$ cat config.mk
export PLATFORM = sky130hd
export DESIGN_NAME = pipe_ctrl
export DESIGN_NICKNAME = d
export VERILOG_FILES = /design/src/rtl/pipe_ctrl.sv
export SDC_FILE = /design/constraint.sdc
export NUM_CORES = 1
export LEC_CHECK = 0
export BUFFER_PORTS_ARGS = -buffer_cell sky130_fd_sc_hd__buf_4
export CORE_MARGIN = 8
export CORE_UTILIZATION = 45
export CTS_CLUSTER_SIZE = 12
export DETAILED_ROUTE_END_ITERATION = 16
export PLACE_DENSITY = 0.83
export SLEW_MARGIN = 20
export SYNTH_ARGS = -nofsm -noshare
export SYNTH_HDL_FRONTEND = slang
export SYNTH_SLANG_ARGS = --single-unit
export TNS_END_PERCENT = 1
$ cat constraint.sdc
create_clock -name clk -period 2.2 [get_ports clk]
set_input_delay 0.44 -clock clk [delete_from_list [all_inputs] [get_ports clk]]
set_output_delay 0.44 -clock clk [all_outputs]
set_load 0.05 [all_outputs]
$ cat src/rtl/pipe_ctrl.sv
// Five-stage in-order pipeline controller: valid/allowin handshake, load-use interlock, branch flush, stall counter.
// Latency: an instruction valid in IF reaches WB four clocks later when no stage stalls; loads/flush are combinational.
// Backpressure: allowin ripples back from WB to IF in the same cycle; a stalled stage holds its valid and blocks the stage behind it.
module pipe_ctrl (
   input  logic        clk,
   input  logic        rst,
   // fetch / memory handshakes
   input  logic        inst_data_ok,
   input  logic        mem_dram_req,
   input  logic        mem_data_ok,
   input  logic        ex_br_taken,
   // ID source operands
   input  logic [4:0]  id_r1,
   input  logic [4:0]  id_r2,
   input  logic        id_use_r1,
   input  logic        id_use_r2,
   // EX producer
   input  logic [4:0]  ex_rd,
   input  logic        ex_rf_we,
   input  logic        ex_res_from_dram,
   // stage occupancy
   output logic        if_valid,
   output logic        id_valid,
   output logic        ex_valid,
   output logic        mem_valid,
   output logic        wb_valid,
   // pipeline-register capture enables
   output logic        id_load,
   output logic        ex_load,
   output logic        mem_load,
   output logic        wb_load,
   output logic        mem_ready_go,
   output logic        flush,
   output logic        load_use_stall,
   output logic [15:0] stall_cnt
);

   localparam logic [15:0] CNT_MAX = 16'hFFFF;

   // stage occupancy and counter state
   logic        if_valid_q,  if_valid_d;
   logic        id_valid_q,  id_valid_d;
   logic        ex_valid_q,  ex_valid_d;
   logic        mem_valid_q, mem_valid_d;
   logic        wb_valid_q,  wb_valid_d;
   logic [15:0] stall_cnt_q, stall_cnt_d;

   // combinational handshake terms
   logic        hit_r1;
   logic        hit_r2;
   logic        lus_c;
   logic        flush_c;
   logic        if_ready_go;
   logic        id_ready_go;
   logic        mem_ready_go_c;
   logic        if_allowin;
   logic        id_allowin;
   logic        ex_allowin;
   logic        mem_allowin;
   logic        stall_evt;

   // Hazard detection and branch redirect: a load in EX whose destination an ID source needs
   // cannot be forwarded yet; a taken branch resolved in EX kills the younger IF/ID contents.
   always_comb begin
      hit_r1  = id_use_r1 && (id_r1 == ex_rd);
      hit_r2  = id_use_r2 && (id_r2 == ex_rd);
      lus_c   = id_valid_q && ex_valid_q && ex_rf_we && ex_res_from_dram &&
                (ex_rd != 5'd0) && (hit_r1 || hit_r2);
      flush_c = ex_valid_q && ex_br_taken;
   end

   // Ready-go and allowin chain, evaluated from WB backwards (WB always accepts, EX always completes).
   // A flush overrides the load-use interlock: the stalled ID instruction is wrong-path anyway,
   // so it is allowed to move and be squashed rather than holding the pipe.
   always_comb begin
      if_ready_go    = inst_data_ok;
      id_ready_go    = flush_c || !lus_c;
      // dram request only counts when MEM actually holds an instruction
      mem_ready_go_c = !(mem_valid_q && mem_dram_req) || mem_data_ok;

      mem_allowin    = !mem_valid_q || mem_ready_go_c;
      ex_allowin     = !ex_valid_q  || mem_allowin;
      id_allowin     = !id_valid_q  || (id_ready_go && ex_allowin);
      if_allowin     = !if_valid_q  || (if_ready_go && id_allowin);
   end

   // Next-state for stage valids and the stall counter; flush bubbles IF/ID and EX (if EX can take one).
   always_comb begin
      if_valid_d  = if_valid_q;
      id_valid_d  = id_valid_q;
      ex_valid_d  = ex_valid_q;
      mem_valid_d = mem_valid_q;
      wb_valid_d  = wb_valid_q;
      stall_cnt_d = stall_cnt_q;

      if (flush_c) begin
         if_valid_d = 1'b0;
         id_valid_d = 1'b0;
      end else begin
         if (if_allowin) begin
            if_valid_d = 1'b1;
         end
         if (id_allowin) begin
            id_valid_d = if_valid_q && if_ready_go;
         end
      end

      if (ex_allowin) begin
         ex_valid_d = flush_c ? 1'b0 : (id_valid_q && id_ready_go);
      end
      if (mem_allowin) begin
         mem_valid_d = ex_valid_q;
      end
      wb_valid_d = mem_valid_q && mem_ready_go_c;

      stall_evt = lus_c || (mem_valid_q && !mem_ready_go_c);
      if (stall_evt && (stall_cnt_q != CNT_MAX)) begin
         stall_cnt_d = stall_cnt_q + 16'd1;
      end
   end

   // State registers; reset clears occupancy and the counter immediately, dropping any pending stall or flush.
   always_ff @(posedge clk or posedge rst) begin
      if (rst) begin
         if_valid_q  <= 1'b0;
         id_valid_q  <= 1'b0;
         ex_valid_q  <= 1'b0;
         mem_valid_q <= 1'b0;
         wb_valid_q  <= 1'b0;
         stall_cnt_q <= 16'd0;
      end else begin
         if_valid_q  <= if_valid_d;
         id_valid_q  <= id_valid_d;
         ex_valid_q  <= ex_valid_d;
         mem_valid_q <= mem_valid_d;
         wb_valid_q  <= wb_valid_d;
         stall_cnt_q <= stall_cnt_d;
      end
   end

   // Capture enables: stage s loads when it can accept and its predecessor holds a finished instruction.
   // With all valids cleared by reset these are already low during reset.
   assign id_load        = id_allowin  && if_valid_q  && if_ready_go;
   assign ex_load        = ex_allowin  && id_valid_q  && id_ready_go;
   assign mem_load       = mem_allowin && ex_valid_q;
   assign wb_load        = mem_valid_q && mem_ready_go_c;

   assign if_valid       = if_valid_q;
   assign id_valid       = id_valid_q;
   assign ex_valid       = ex_valid_q;
   assign mem_valid      = mem_valid_q;
   assign wb_valid       = wb_valid_q;
   assign mem_ready_go   = mem_ready_go_c;
   assign flush          = flush_c;
   assign load_use_stall = lus_c;
   assign stall_cnt      = stall_cnt_q;

endmodule

==> results.txt, run 1 <==
- The run finished with clean final reports.
- Finished Layout Cells: 202
* Length of the first detailed-routing pass in iterations: 4
* Number of port buffers: 52
* Row Count: 18
- Buffers inserted during clock tree synthesis total 3.
- Via count of the first global-routing pass: 1,118
- Static Leakage: 0.846 nW
- In the synthesized netlist, the number of instances is 115.
- In the routed design, unresolved DRC markers number 0.
* Clock network fraction of total power: 18.3%
* Number of antenna violations at the first check in global routing: 0
- The worst setup path is launched from a primary input.
- After detailed routing, the met3 layer carries 410 µm of wire.
- Global routing finished with a remaining overflow of 0.
- Dpl hpwl: 2.39 mm
* Cell area after layout: 1650 µm²
- Path type of the worst setup path: primary input to output port
- Initial Util: 46.6%
- Period minus WS final: 2.09 ns
* Clk Latency, worst-skew pair: 0.31 ns
- Worst max-slew margin expressed relative to the limit: 48.6%
* Total negative setup slack: 0 ns
- CTS H-tree depth: 1
- Kind of cell with the highest combined delay on the critical path: buffers and inverters
- I/O pin cnt: 53
- First-pass GRT wire length: 4.94 mm
- Data arrives at the worst endpoint at 1.65 ns.
* Detailed-route wire length: 2.97 mm
* Highest routed metal layer: met4
- Fin. max-slew vios: 0
- Kind of end point of the critical path: output port
- Path type of the worst min-delay path: primary input to async pin
- Across the VDD grid, the largest voltage drop is 0.000670 V.
- Number of enable-type register cells in the synthesized netlist: 0
* Maximum count of clock buffers along a single path: 2
* CTS tree: done
- Prevailing post-synth register cell: sky130_fd_sc_hd__dfrtp_1
* Ant. Diodes: 0
- Together, buffers and inverters on the worst path number 3.
- The final hold violation count was 0.
* Cell count after placement: 197
* Post-Syn Nets: 141
* Required time of the critical path: 1.76 ns
- In the layout the commonest cells are 54 x sky130_fd_sc_hd__buf_4, 17 x sky130_fd_sc_hd__dfrtp_1, 15 x sky130_fd_sc_hd__xnor2_1.
- Setup violations remaining at the end of the flow were counted as 0.
* Die Footprint: 4380 µm²
- Worst-path clk slew: 0.12 ns
- Sequential cell area in the final layout: 531 µm²
- The die is 66.2 µm tall.
- Setup repair after global routing left no endpoint under its margin.
- Library cell occupying the most area in the post-synthesis netlist: sky130_fd_sc_hd__dfrtp_1
* Internal power of the cells: 622 µW
- In the synthesized netlist the async set-or-reset flop fraction comes to 100%.
* Final setup skew: 0.00864 ns
* Routability Congestion: 1.06
- The tool flagged a number of max-cap violations equal to 0.
- Switching share of power: 38.2%
- The tree built by TritonCTS fans out to 21 sinks.
- Worst reg-to-reg setup slack: 0.13 ns
- Top-area cell type share of the netlist area: 46.4%
- Area growth syn-to-layout: 45.1%
- In this run the horizontal extent of the chip is 66.2 µm.
- Max frequency: 478 MHz
* Violation count after the first detailed-route iteration: 27
* Yosys warning total: 0
* Sequential-to-total area share from yosys stat: 46.4%
- Power density of the placed cells: 611 nW/µm²
- Walking the worst path, the cells encountered are buf_4, xnor2_1, nand4_1, o22ai_2, nand2_1, o21ai_1, buf_4, nor2_4, buf_4.
- The detailed router placed 1,045 vias in this run.
* Hold slack final: 0.261 ns
* Final worst-path cycle share: 95.0%
- Final standard cell utilization of the core: 67.6%
* Largest net degree at the start of global routing: 22
- In the final routed layout, each cell accounts on average for 14.7 µm.
* Routed metal-1 wire length: 1.15 mm
- Met2 wire length: 1.36 mm
* Post-synthesis cell area: 1130 µm²
* Actual transition at the worst max-transition pin: 0.771 ns
- Synthesized area per cell: 9.86 µm²
* CTS Root Buffer Type: sky130_fd_sc_hd__clkbuf_4
- Combinational logic is responsible for 37.1% of the overall power.
* Floorplan core area: 2430 µm²
- Sequential cells burn 44.7% of the power.
- In this run the remaining antenna-violating nets after routing total 0.
- Number of library cell types mapped by synthesis: 29
* Most prevalent standard cell on the critical path: sky130_fd_sc_hd__buf_4
* Highest cell delay on the worst timing path: 0.18 ns
* Number of synthesized register bits: 21
- Total area of multi-input combinational cells: 596 µm²
* Final-layout fill cell count: 208
* Commonest non-fill, non-tap cell in the layout: sky130_fd_sc_hd__buf_4
* GRT Overall Usage: 13.9%
- Final nets: 199
* Biggest area contributors in the synthesized netlist: sky130_fd_sc_hd__dfrtp_1 46%, sky130_fd_sc_hd__xnor2_1 12%, sky130_fd_sc_hd__xor2_1 7.7%, sky130_fd_sc_hd__inv_1 3.3%, sky130_fd_sc_hd__nand2_1 3.3%
- Placed standard-cell area: 1580 µm²
* Share of layout cells above drive strength 1: 41.9%
* DR vias/cell: 5.17
- Highest net fanout along the worst path: 3
* Cell type of the slowest stage on the worst timing path: sky130_fd_sc_hd__xnor2_1
- Switching power summed over all nets: 384 µW
## kinds of logic after synthesis
logic type	share of synthesized area [%]
multiplexers	0.993
AO/OA/AOI/OAI	6.07
adder cells (fa/ha/maj)	1.10
flip-flops	46.4
AND/OR/NAND/NOR	21.5
XOR/XNOR	19.3
buffers and inverters	4.64
## what timing repair did
action | CTS | global route
hold buffers | 0 | 0
setup buffers | 0 | 1
cloned | 0 | 0
gates resized for setup | 2 | 6
setup endpoints to repair | 1 | 6
pin swaps | 0 | 2
## flip-flops by register name, indices dropped and copies added, names as in the netlist
name,flops
stall_cnt,16
id_valid,1
mem_valid,1
if_valid,1
wb_valid,1
ex_valid,1
## synth_stat cells (all sizes together), types with 2 or more instances
cell type  instances
a21oi              3
and3               4
dfrtp             21
inv               10
nand2             10
nand3              5
nand4              5
nor2               7
nor3               7
nor4               2
xnor2             15
xor2              10
## stage by stage
step | setup WS, ns | power [mW]
after global routing | 0.00199 | 1.06
after detailed placement | 0.00932 | 0.825
final | 0.110 | 1.01
after CTS | 0.00731 | 1.01
after global placement | 0.0772 | 0.812
after floorplan | -0.106 | 0.688
## power by group through the flow
stage          Sequential, mW  Clock (mW)  Combinational [mW]
2_1_floorplan           0.559           0               0.129
6_report                0.449       0.184               0.373
3_3_place_gp            0.455           0               0.357
4_1_cts                 0.452       0.190               0.368
3_5_place_dp            0.459           0               0.366
5_1_grt                 0.454       0.204               0.397
## routing by layer
layer	global-route usage, %	vias up
met5	0	-
met4	5.60	0
met3	4.75	6
met2	23.2	48
met1	16.0	493
li1	-	498
## final timing paths
path	from	endpoint	cells after the start
setup / recovery	ex_rd[0]	ex_load	9
hold / removal	rst	stall_cnt[7]$_DFFE_PP0P_	2
setup reg to reg	stall_cnt[0]$_DFFE_PP0P_	stall_cnt[1]$_DFFE_PP0P_	6
hold reg to reg	stall_cnt[12]$_DFFE_PP0P_	stall_cnt[12]$_DFFE_PP0P_	1
max in group asynchronous	rst	stall_cnt[1]$_DFFE_PP0P_	2
min in group clk	mem_dram_req	wb_valid$_DFF_PP0_	2
## area by class of cell
class / count / share of cell area (%)
multi-input cells: 82 / 36.2
well taps: 30 / 2.28
repair buffers: 55 / 25.3
inverters: 10 / 2.28
clock buffers: 3 / 1.37
flip-flops and latches: 21 / 32.2
clock inverters: 1 / 0.304
Power figures use the tool's default switching activity.
==> run 2, diff against run 1 <==
--- a/config.mk
+++ b/config.mk
@@ -10,6 +10,7 @@
 export CORE_UTILIZATION = 45
 export CTS_CLUSTER_SIZE = 12
 export DETAILED_ROUTE_END_ITERATION = 16
+export MAX_ROUTING_LAYER = met4
 export PLACE_DENSITY = 0.83
 export SLEW_MARGIN = 20
 export SYNTH_ARGS = -nofsm -noshare
==> run 2 against run 1 <==
  * Hold slack better by 0.00083 ns
  * Combinational power increased by 5.4%
  * Cell count up 1.5%
  * Global-route usage is 0.94 points higher
  * Clock power hardly changed
  * Via count is 0.29% higher
  * Setup slack worse by 0.013 ns
  * Register-to-register slack worse by 0.03 ns
  * Final area is 1.4% higher
  * Sequential power shrank 0.9%
  * First-iteration DRC count grew 19%
  * Largest cell class unchanged
==> results.txt, run 2 (synthesis results as in run 1) <==
* Count of unresolved DRC violations after routing: 0 (unchanged)
- Most heavily used metal layer in global routing: met2 (unchanged)
- CTS H-tree depth: 1 (unchanged)
* Worst flop-to-flop path endpoint: stall_cnt[1]$_DFFE_PP0P_ (unchanged)
* Hold slack final: 0.262 ns (was 0.261 ns)
* Total negative setup slack: 0 ns (unchanged)
- The clock input transition at the sequential cells of the worst setup and hold paths is 0.11 ns (was 0.12 ns).
* Actual transition at the worst max-transition pin: 0.766 ns (was 0.771 ns)
- Final worst-path cycle share: 95.6% (was 95.0%)
- Final hold viol count: 0 (unchanged)
- The final count of negative-setup-slack endpoints is 0 (unchanged).
* First-pass GRT wire length: 5.04 mm (was 4.94 mm)
- The critical path buffer and inverter count was 3 (unchanged).
- Cell area after layout: 1670 µm² (was 1650 µm²)
* Flip-flop count of the largest register, all copies and words added: 16 (unchanged)
- The final routed wirelength across all metal layers was 3.23 mm (was 2.97 mm).
* Highest net fanout along the worst path: 3 (unchanged)
* Kind of end point of the critical path: output port (unchanged)
- Die boundary width: 66.2 µm (unchanged)
- The met2 global-route usage was 24.1% (was 23.2%).
- CTS tree: done (unchanged)
- The number of buffers inserted during clock tree synthesis was 3 (unchanged).
- Violation count after the first detailed-route iteration: 32 (was 27)
- The origin of the critical flop-to-flop path is stall_cnt[0]$_DFFE_PP0P_ (unchanged).
* Cell count after placement: 197 (unchanged)
- The category of the most critical setup path is primary input to output port (unchanged).
- Aggregate global routing overflow: 0 (unchanged)
* Met1 capacity usage during global routing: 15.9% (was 16.0%)
* Final standard cell utilization of the core: 68.6% (was 67.6%)
- The cell area reported after detailed placement came to 1580 µm² (unchanged).
* Highest cell delay on the worst timing path: 0.18 ns (about the same)
* Ant. Diodes: 0 (unchanged)
* Largest net degree at the start of global routing: 22 (unchanged)
- Crit path capture: id_load (was ex_load)
* Critical path launch point type: primary input (unchanged)
- The number of antenna violations at the first check in global routing is 0 (unchanged).
* Required time of the critical path: 1.76 ns (about the same)
- Final nets: 202 (was 199)
- The floorplan core area came to 2430 µm² (unchanged).
- Clock network fraction of total power: 18.1% (was 18.3%)
- Static Leakage: 0.871 nW (was 0.846 nW)
* Die Footprint: 4380 µm² (unchanged)
- The share of final-layout standard cells stronger than drive strength 1 is 42.3% (was 41.9%).
- The max-slew violation count is 0 (unchanged).
- Worst Setup Slack post-DPL: 0.0252 ns (was 0.00932 ns)
* Total Power: 1.02 mW (was 1.01 mW)
* Via count of the first global-routing pass: 1,132 (was 1,118)
- The minimum clock period after layout came to 2.10 ns (was 2.09 ns).
- The final instance count without filler cells is 205 (was 202).
- The remaining max-slew budget at the tightest pin came to 48.9% (was 48.6%).
* DR vias/cell: 5.11 (was 5.17)
- The slack of the worst reg-to-reg path is 0.1 ns (was 0.13 ns).
* Number of nets still failing antenna checks after routing: 0 (unchanged)
- Worst path cell trace: buf_4, xnor2_1, nand4_1, o22ai_2, nand2_2, o21ai_1, buf_4, a21oi_4, buf_4 (was buf_4, xnor2_1, nand4_1, o22ai_2, nand2_1, o21ai_1, buf_4, nor2_4, buf_4)
- GRT Overall Usage: 14.9% (was 13.9%)
- The boundary pin count was 53 (unchanged).
- The power density normalized to cell area is 613 nW/µm² (was 611 nW/µm²).
* Combinational fraction of design power: 38.4% (was 37.1%)
- The clock sink count is 21 (unchanged).
- Length of the first detailed-routing pass in iterations: 4 (unchanged)
* Commonest non-fill, non-tap cell in the layout: sky130_fd_sc_hd__buf_4 (unchanged)
- Final setup skew: 0.00289 ns (was 0.00864 ns)
* Area growth syn-to-layout: 47.2% (was 45.1%)
- The clock latency of the later-clocked register in the worst-skew pair was 0.31 ns (about the same).
* Vertical die dimension: 66.2 µm (unchanged)
- The clock root buffer was sky130_fd_sc_hd__clkbuf_4 (unchanged).
* Max frequency: 475 MHz (was 478 MHz)
- Most prevalent standard cell on the critical path: sky130_fd_sc_hd__buf_4 (unchanged)
* Internal power of the cells: 634 µW (was 622 µW)
* Cell type of the slowest stage on the worst timing path: sky130_fd_sc_hd__buf_4 (was sky130_fd_sc_hd__xnor2_1)
* Sequential fraction of design power: 43.5% (was 44.7%)
* Setup repair after global routing missed its margin: true (was false)
* Switching share of power: 38.0% (was 38.2%)
* Switching power summed over all nets: 389 µW (was 384 µW)
* Most frequent cells in the layout: 58 x sky130_fd_sc_hd__buf_4, 19 x sky130_fd_sc_hd__dfrtp_1, 13 x sky130_fd_sc_hd__xnor2_1, 10 x sky130_fd_sc_hd__inv_1, 10 x sky130_fd_sc_hd__xor2_1 (was 54 x sky130_fd_sc_hd__buf_4, 17 x sky130_fd_sc_hd__dfrtp_1, 15 x sky130_fd_sc_hd__xnor2_1)
- The global placement routability congestion was 1.06 (about the same).
* Kind of cell with the highest combined delay on the critical path: buffers and inverters (unchanged)
* Max-cap violation count: 0 (unchanged)
- Min setup slack post-route: 0.0965 ns (was 0.110 ns)
- Dpl hpwl: 2.39 mm (about the same)
- The total number of vias was 1,048 (was 1,045).
- Path type of the worst min-delay path: primary input to async pin (unchanged)
- Start point of the critical path: ex_rd[4] (was ex_rd[0])
* Status: complete, no violations (unchanged)
- Number of port buffers: 52 (unchanged)
- Initial Util: 46.6% (unchanged)
- The number of core rows is 18 (unchanged).
- The maximum resistive drop on vdd was 0.000698 V (was 0.000670 V).
- Maximum count of clock buffers along a single path: 2 (unchanged)
- Met3 track demand over resource in global routing: 4.24% (was 4.75%)
- The number of logic stages on the critical path including buffering came to 9 (unchanged).
- Per-cell routed wire length: 15.8 µm (was 14.7 µm)
* Worst path arrival time: 1.66 ns (was 1.65 ns)
- The cell count of the worst reg-to-reg path was 6 (unchanged).
run 2: cell count changes in the layout (fill, tap and decap cells not counted), sizes merged:
cell and change:
clkinv -1, clkbuf +1, buf +3
run 2: per-layer routing:
metal  vias to the layer above  wire (µm)
met5                         -          0
met2                        48       1510
met4                         0         68
li1                        501          -
met1                       493       1320
met3                         6        329
run 2: repair_timing:
item | in CTS | in global routing
gates cloned | 0 | 0
setup endpoints to repair | 1 | 4
hold buffers | 0 | 0
pin swaps | 0 | 2
resized for setup | 0 | 6
buffers inserted | 4 | 0
run 2: worst min path at each step:
stage	start	endpoint	depth (start not counted)	slack [ns]
after floorplan	rst	ex_valid$_DFFE_PP0P_	1	0.42
after global placement	stall_cnt[12]$_DFFE_PP0P_	stall_cnt[12]$_DFFE_PP0P_	1	0.48
after detailed placement	stall_cnt[12]$_DFFE_PP0P_	stall_cnt[12]$_DFFE_PP0P_	1	0.49
after CTS	rst	stall_cnt[2]$_DFFE_PP0P_	2	0.29
after global routing	rst	mem_valid$_DFFE_PP0P_	2	0.32
final	rst	stall_cnt[6]$_DFFE_PP0P_	2	0.26
run 2: final cells by class:
class / instances / area, µm²
repair buffers: 58 / 435
well taps: 30 / 37.5
clock buffers: 4 / 26.3
flip-flops and latches: 21 / 528
multi-input cells: 82 / 604
fillers: 198 / 763
inverters: 10 / 37.5
run 2: power groups by stage:
stage	sequential [mW]	combinational (mW)	clock [mW]
after floorplan	0.559	0.129	0
after detailed placement	0.458	0.366	0
after CTS	0.446	0.389	0.193
after global routing	0.449	0.416	0.204
after global placement	0.455	0.358	0
final	0.445	0.393	0.185
==> run 3, diff against run 2 <==
--- a/config.mk
+++ b/config.mk
@@ -5,13 +5,14 @@
 export SDC_FILE = /design/constraint.sdc
 export NUM_CORES = 1
 export LEC_CHECK = 0
+export ABC_AREA = 1
 export BUFFER_PORTS_ARGS = -buffer_cell sky130_fd_sc_hd__buf_4
 export CORE_MARGIN = 8
-export CORE_UTILIZATION = 45
+export CORE_UTILIZATION = 49
 export CTS_CLUSTER_SIZE = 12
 export DETAILED_ROUTE_END_ITERATION = 16
 export MAX_ROUTING_LAYER = met4
-export PLACE_DENSITY = 0.83
+export PLACE_DENSITY = 0.84
 export SLEW_MARGIN = 20
 export SYNTH_ARGS = -nofsm -noshare
 export SYNTH_HDL_FRONTEND = slang
==> run 3 against run 2 <==
  * Clock power barely moved
  * Clock skew barely moved
  * Wire length rose by 9.6%
  * Clock-buffer cell count did not move
  * Critical path type is now register to output port
==> results.txt, run 3 <==
- Count of vias placed by the detailed router: 1,481 (was 1,048)
* Routability Congestion: 0.926 (was 1.06)
- Number of port buffers: 52 (unchanged)
* Top cells by instance count after synthesis: 83 x sky130_fd_sc_hd__nand2_1, 31 x sky130_fd_sc_hd__inv_1, 30 x sky130_fd_sc_hd__nand3_1 (was 21 x sky130_fd_sc_hd__dfrtp_1, 15 x sky130_fd_sc_hd__xnor2_1, 10 x sky130_fd_sc_hd__inv_1, 10 x sky130_fd_sc_hd__nand2_1, 10 x sky130_fd_sc_hd__xor2_1)
- Clk Latency, worst-skew pair: 0.31 ns (about the same)
- Setup repair after global routing missed its margin: false (was true)
- Share of async-settable or async-resettable flops after synthesis: 100% (unchanged)
- The synthesis warning total was 0 (unchanged).
- Worst flop-to-flop path endpoint: stall_cnt[14]$_DFFE_PP0P_ (was stall_cnt[1]$_DFFE_PP0P_)
- The cell with the most instances after synthesis is sky130_fd_sc_hd__nand2_1 (was sky130_fd_sc_hd__dfrtp_1).
- Fraction of the mapped netlist area in adder cells: 0.851% (was 1.10%)
- I/O pin cnt: 53 (unchanged)
- Number of clock buffers inserted by TritonCTS: 3 (unchanged)
- Post-synthesis cell area: 1470 µm² (was 1130 µm²)
- CTS Root Buffer Type: sky130_fd_sc_hd__clkbuf_4 (unchanged)
* Floorplan core area: 2950 µm² (was 2430 µm²)
- The commonest non-fill, non-tap cell in the layout is sky130_fd_sc_hd__nand2_1 (was sky130_fd_sc_hd__buf_4).
* Ant. Diodes: 0 (unchanged)
- Period minus WS final: 2.00 ns (was 2.10 ns)
* Die Footprint: 5010 µm² (was 4380 µm²)
- The maximum resistive drop on vdd came to 0.000453 V (was 0.000698 V).
- Switching share of power: 44.6% (was 38.0%)
* Required time of the critical path: 1.76 ns (about the same)
* Synthesized area per cell: 6.68 µm² (was 9.86 µm²)
* Total negative setup slack: 0 ns (unchanged)
* Final setup violating endpoints: 0 (unchanged)
* DR vias/cell: 4.82 (was 5.11)
* Count of unresolved DRC violations after routing: 0 (unchanged)
* Sequential-to-total area share from yosys stat: 35.7% (was 46.4%)
- Flip-flop count of the largest register, all copies and words added: 16 (unchanged)
* Combinational fraction of design power: 44.4% (was 38.4%)
- Post-synthesis mux area share: 0% (was 0.993%)
- The net count after synthesis is 246 (was 141).
* Library cell occupying the most area in the post-synthesis netlist: sky130_fd_sc_hd__dfrtp_1 (unchanged)
- Complex-gate fraction of the synthesized area: 0.681% (was 6.07%)
* Status: complete, no violations (unchanged)
* Power density of the placed cells: 635 nW/µm² (was 613 nW/µm²)
* Actual transition at the worst max-transition pin: 0.776 ns (was 0.766 ns)
- The largest net degree at the start of global routing was 22 (unchanged).
- The worst hold-check slack is 0.263 ns (was 0.262 ns).
* Worst path arrival time: 1.56 ns (was 1.66 ns)
- Post-synthesis instance total: 220 (was 115)
- Max frequency: 499 MHz (was 475 MHz)
- The horizontal die dimension came to 70.8 µm (was 66.2 µm).
* Length of the first detailed-routing pass in iterations: 5 (was 4)
* Worst reg2reg startpoint: stall_cnt[0]$_DFFE_PP0P_ (unchanged)
- The synthesized-area fraction occupied by and/or/nand/nor cells was 44.1% (was 21.5%).
- Kind of end point of the critical path: output port (unchanged)
- The post-cts repair resize count was 0 (unchanged).
* Post-CTS Hold Buffers: 0 (unchanged)
* CTS tree: done (unchanged)
* Sequential fraction of design power: 40.2% (was 43.5%)
- The initial core utilization was 49.8% (was 46.6%).
- Worst max-slew margin expressed relative to the limit: 48.2% (was 48.9%)
* Via count of the first global-routing pass: 1,450 (was 1,132)
- Internal power of the cells: 674 µW (was 634 µW)
- The max capacitance violation total came to 0 (unchanged).
- Final hold viol count: 0 (unchanged)
* Final setup skew: 0.00309 ns (was 0.00289 ns)
- Dpl hpwl: 2.85 mm (was 2.39 mm)
- Number of nets still failing antenna checks after routing: 0 (unchanged)
- The class of the most critical hold timing path is primary input to async pin (unchanged).
- Post-CTS setup repair buffer count: 0 (was 4)
- Detailed-route wire length: 3.54 mm (was 3.23 mm)
* Critical path launch point type: register (was primary input)
- Path type of the worst setup path: register to output port (was primary input to output port)
- The share of Yosys cell area claimed by the top area cell type was 35.7% (was 46.4%).
- The dominant combinational cell family by area after synthesis is simple AND/OR/NAND/NOR gates (unchanged).
* Cell area after layout: 1920 µm² (was 1670 µm²)
- The share of the synthesized netlist area taken by xor and xnor gates is 8.34% (was 19.3%).
- The clock input transition at the sequential cells of the worst setup and hold paths came to 0.11 ns (about the same).
- Number of enable-type register cells in the synthesized netlist: 0 (unchanged)
* Logic depth of the worst register-to-register path: 7 (was 6)
- The routed wire length per instance was 11.5 µm (was 15.8 µm).
- Most frequent cells in the layout: 83 x sky130_fd_sc_hd__nand2_1, 53 x sky130_fd_sc_hd__buf_4, 31 x sky130_fd_sc_hd__inv_1, 30 x sky130_fd_sc_hd__nand3_1, 21 x sky130_fd_sc_hd__dfrtp_1 (was 58 x sky130_fd_sc_hd__buf_4, 19 x sky130_fd_sc_hd__dfrtp_1, 13 x sky130_fd_sc_hd__xnor2_1, 10 x sky130_fd_sc_hd__inv_1, 10 x sky130_fd_sc_hd__xor2_1).
- Highest net fanout along the worst path: 6 (was 3)
- Final worst-path cycle share: 91.1% (was 95.6%)
- Number of antenna violations at the first check in global routing: 0 (unchanged)
* Number of library cell types mapped by synthesis: 22 (was 29)
- First-pass GRT wire length: 6.18 mm (was 5.04 mm)
- CTS H-tree depth: 1 (unchanged)
* Worst reg-to-reg setup slack: 0.39 ns (was 0.1 ns)
- Share of layout cells above drive strength 1: 24.5% (was 42.3%)
- The number of nets in the final layout was 301 (was 202).
* Clock network fraction of total power: 15.4% (was 18.1%)
- The total of flip-flops plus latches after synthesis is 21 (unchanged).
* Fin. max-slew vios: 0 (unchanged)
* Final-layout fill cell count: 269 (was 198)
* Row Count: 20 (was 18)
- The maximum root-to-sink buffer count came to 2 (unchanged).
- Biggest area contributors in the synthesized netlist: sky130_fd_sc_hd__dfrtp_1 36%, sky130_fd_sc_hd__nand2_1 21%, sky130_fd_sc_hd__nand3_1 10%, sky130_fd_sc_hd__inv_1 7.9%, sky130_fd_sc_hd__xor2_1 6.0% (was sky130_fd_sc_hd__dfrtp_1 46%, sky130_fd_sc_hd__xnor2_1 12%, sky130_fd_sc_hd__xor2_1 7.7%, sky130_fd_sc_hd__inv_1 3.3%, sky130_fd_sc_hd__nand2_1 3.3%).
- Aggregate global routing overflow: 0 (unchanged)
- The leading register cell type out of synthesis is sky130_fd_sc_hd__dfrtp_1 (unchanged).
- Switching power summed over all nets: 543 µW (was 389 µW)
- The layout overhead on the synthesized area was 30.3% (was 47.2%).
- The all-layer global routing usage came to 15.0% (was 14.9%).
- The number of violations reported at the end of detailed-routing iteration 0 came to 68 (was 32).
- Placed standard-cell area: 1890 µm² (was 1580 µm²)
- The die boundary height was 70.8 µm (was 66.2 µm).
* Number of sinks handled by clock tree synthesis: 21 (unchanged)
- Static Leakage: 1.09 nW (was 0.871 nW)
==> run 3: cell count changes in the layout (fill, tap and decap cells not counted), sizes merged, moves of 4 or more <==
cell / previous run / this run
nand2: 10 / 85
nand3: 5 / 30
inv: 10 / 34
nor2: 7 / 20
xnor2: 15 / 4
buf: 58 / 53
and3: 4 / 0
==> run 3: final cells by class <==
cell class                      count  area (µm²)  share of cell area [%]
Multi-Input combinational cell    162         797                    41.6
Sequential cell                    21         526                    27.4
Timing Repair Buffer               53         398                    20.8
Inverter                           34         128                    6.66
Tap cell                           33        41.3                    2.16
Clock buffer                        4        26.3                    1.37
==> run 3: critical path, stage by stage (launching register included) <==
cell                      delay [ns]
sky130_fd_sc_hd__dfrtp_1        0.46
sky130_fd_sc_hd__nand2_1        0.07
sky130_fd_sc_hd__nor2_1         0.11
sky130_fd_sc_hd__o21ai_0        0.08
sky130_fd_sc_hd__inv_1          0.07
sky130_fd_sc_hd__nand3_1        0.10
sky130_fd_sc_hd__nand2_1        0.12
sky130_fd_sc_hd__a21oi_2        0.06
sky130_fd_sc_hd__buf_4          0.19
==> run 3: kinds of logic (layout without fill, tap and decap cells) <==
logic type,Yosys count,in the layout
compound gates,2,2
xor+xnor,14,14
fa+ha+maj,1,1
buf+inv,37,91
flops,21,21
simple gates,145,145
==> run 3: power groups by stage <==
stage | sequential [mW] | combinational, mW | clock [mW]
floorplan | 0.659 | 0.203 | 0
global placement | 0.494 | 0.539 | 0
detailed placement | 0.495 | 0.545 | 0
CTS | 0.488 | 0.547 | 0.191
global route | 0.497 | 0.584 | 0.206
finish | 0.489 | 0.540 | 0.187
==> run 3: per-stage QoR <==
stage | util, % | worst slack, ns | cells | total power [mW]
finish | 64.9 | 0.196 | 307 | 1.22
detailed placement | 64.0 | 0.296 | 303 | 1.04
floorplan | - | 0.171 | 220 | 0.863
global route | 64.9 | 0.0611 | 307 | 1.29
global placement | 64.0 | 0.338 | 303 | 1.03
CTS | 64.9 | 0.202 | 307 | 1.23
==> run 3: per-layer routing <==
| metal | GRT usage, % | up-vias | part of all wire (%) | wire length, µm |
|---|---|---|---|---|
| met4 | 5.77 | 0 | 1.7 | 60 |
| met1 | 16.1 | 642 | 42 | 1500 |
| met5 | - | - | 0 | 0 |
| met2 | 26.4 | 46 | 51 | 1790 |
| li1 | - | 786 | - | - |
| met3 | 3.25 | 7 | 5.2 | 184 |
==> run 3: worst max path at each step <==
stage / from / endpoint / slack [ns] / cells past startpoint
global route: id_valid$_DFFE_PP0P_ / id_load / 0.06 / 8
floorplan: ex_valid$_DFFE_PP0P_ / id_load / 0.17 / 4
finish: id_valid$_DFFE_PP0P_ / id_load / 0.20 / 8
global placement: ex_rd[1] / id_load / 0.34 / 9
CTS: id_valid$_DFFE_PP0P_ / id_load / 0.20 / 8
detailed placement: ex_rd[1] / id_load / 0.30 / 9
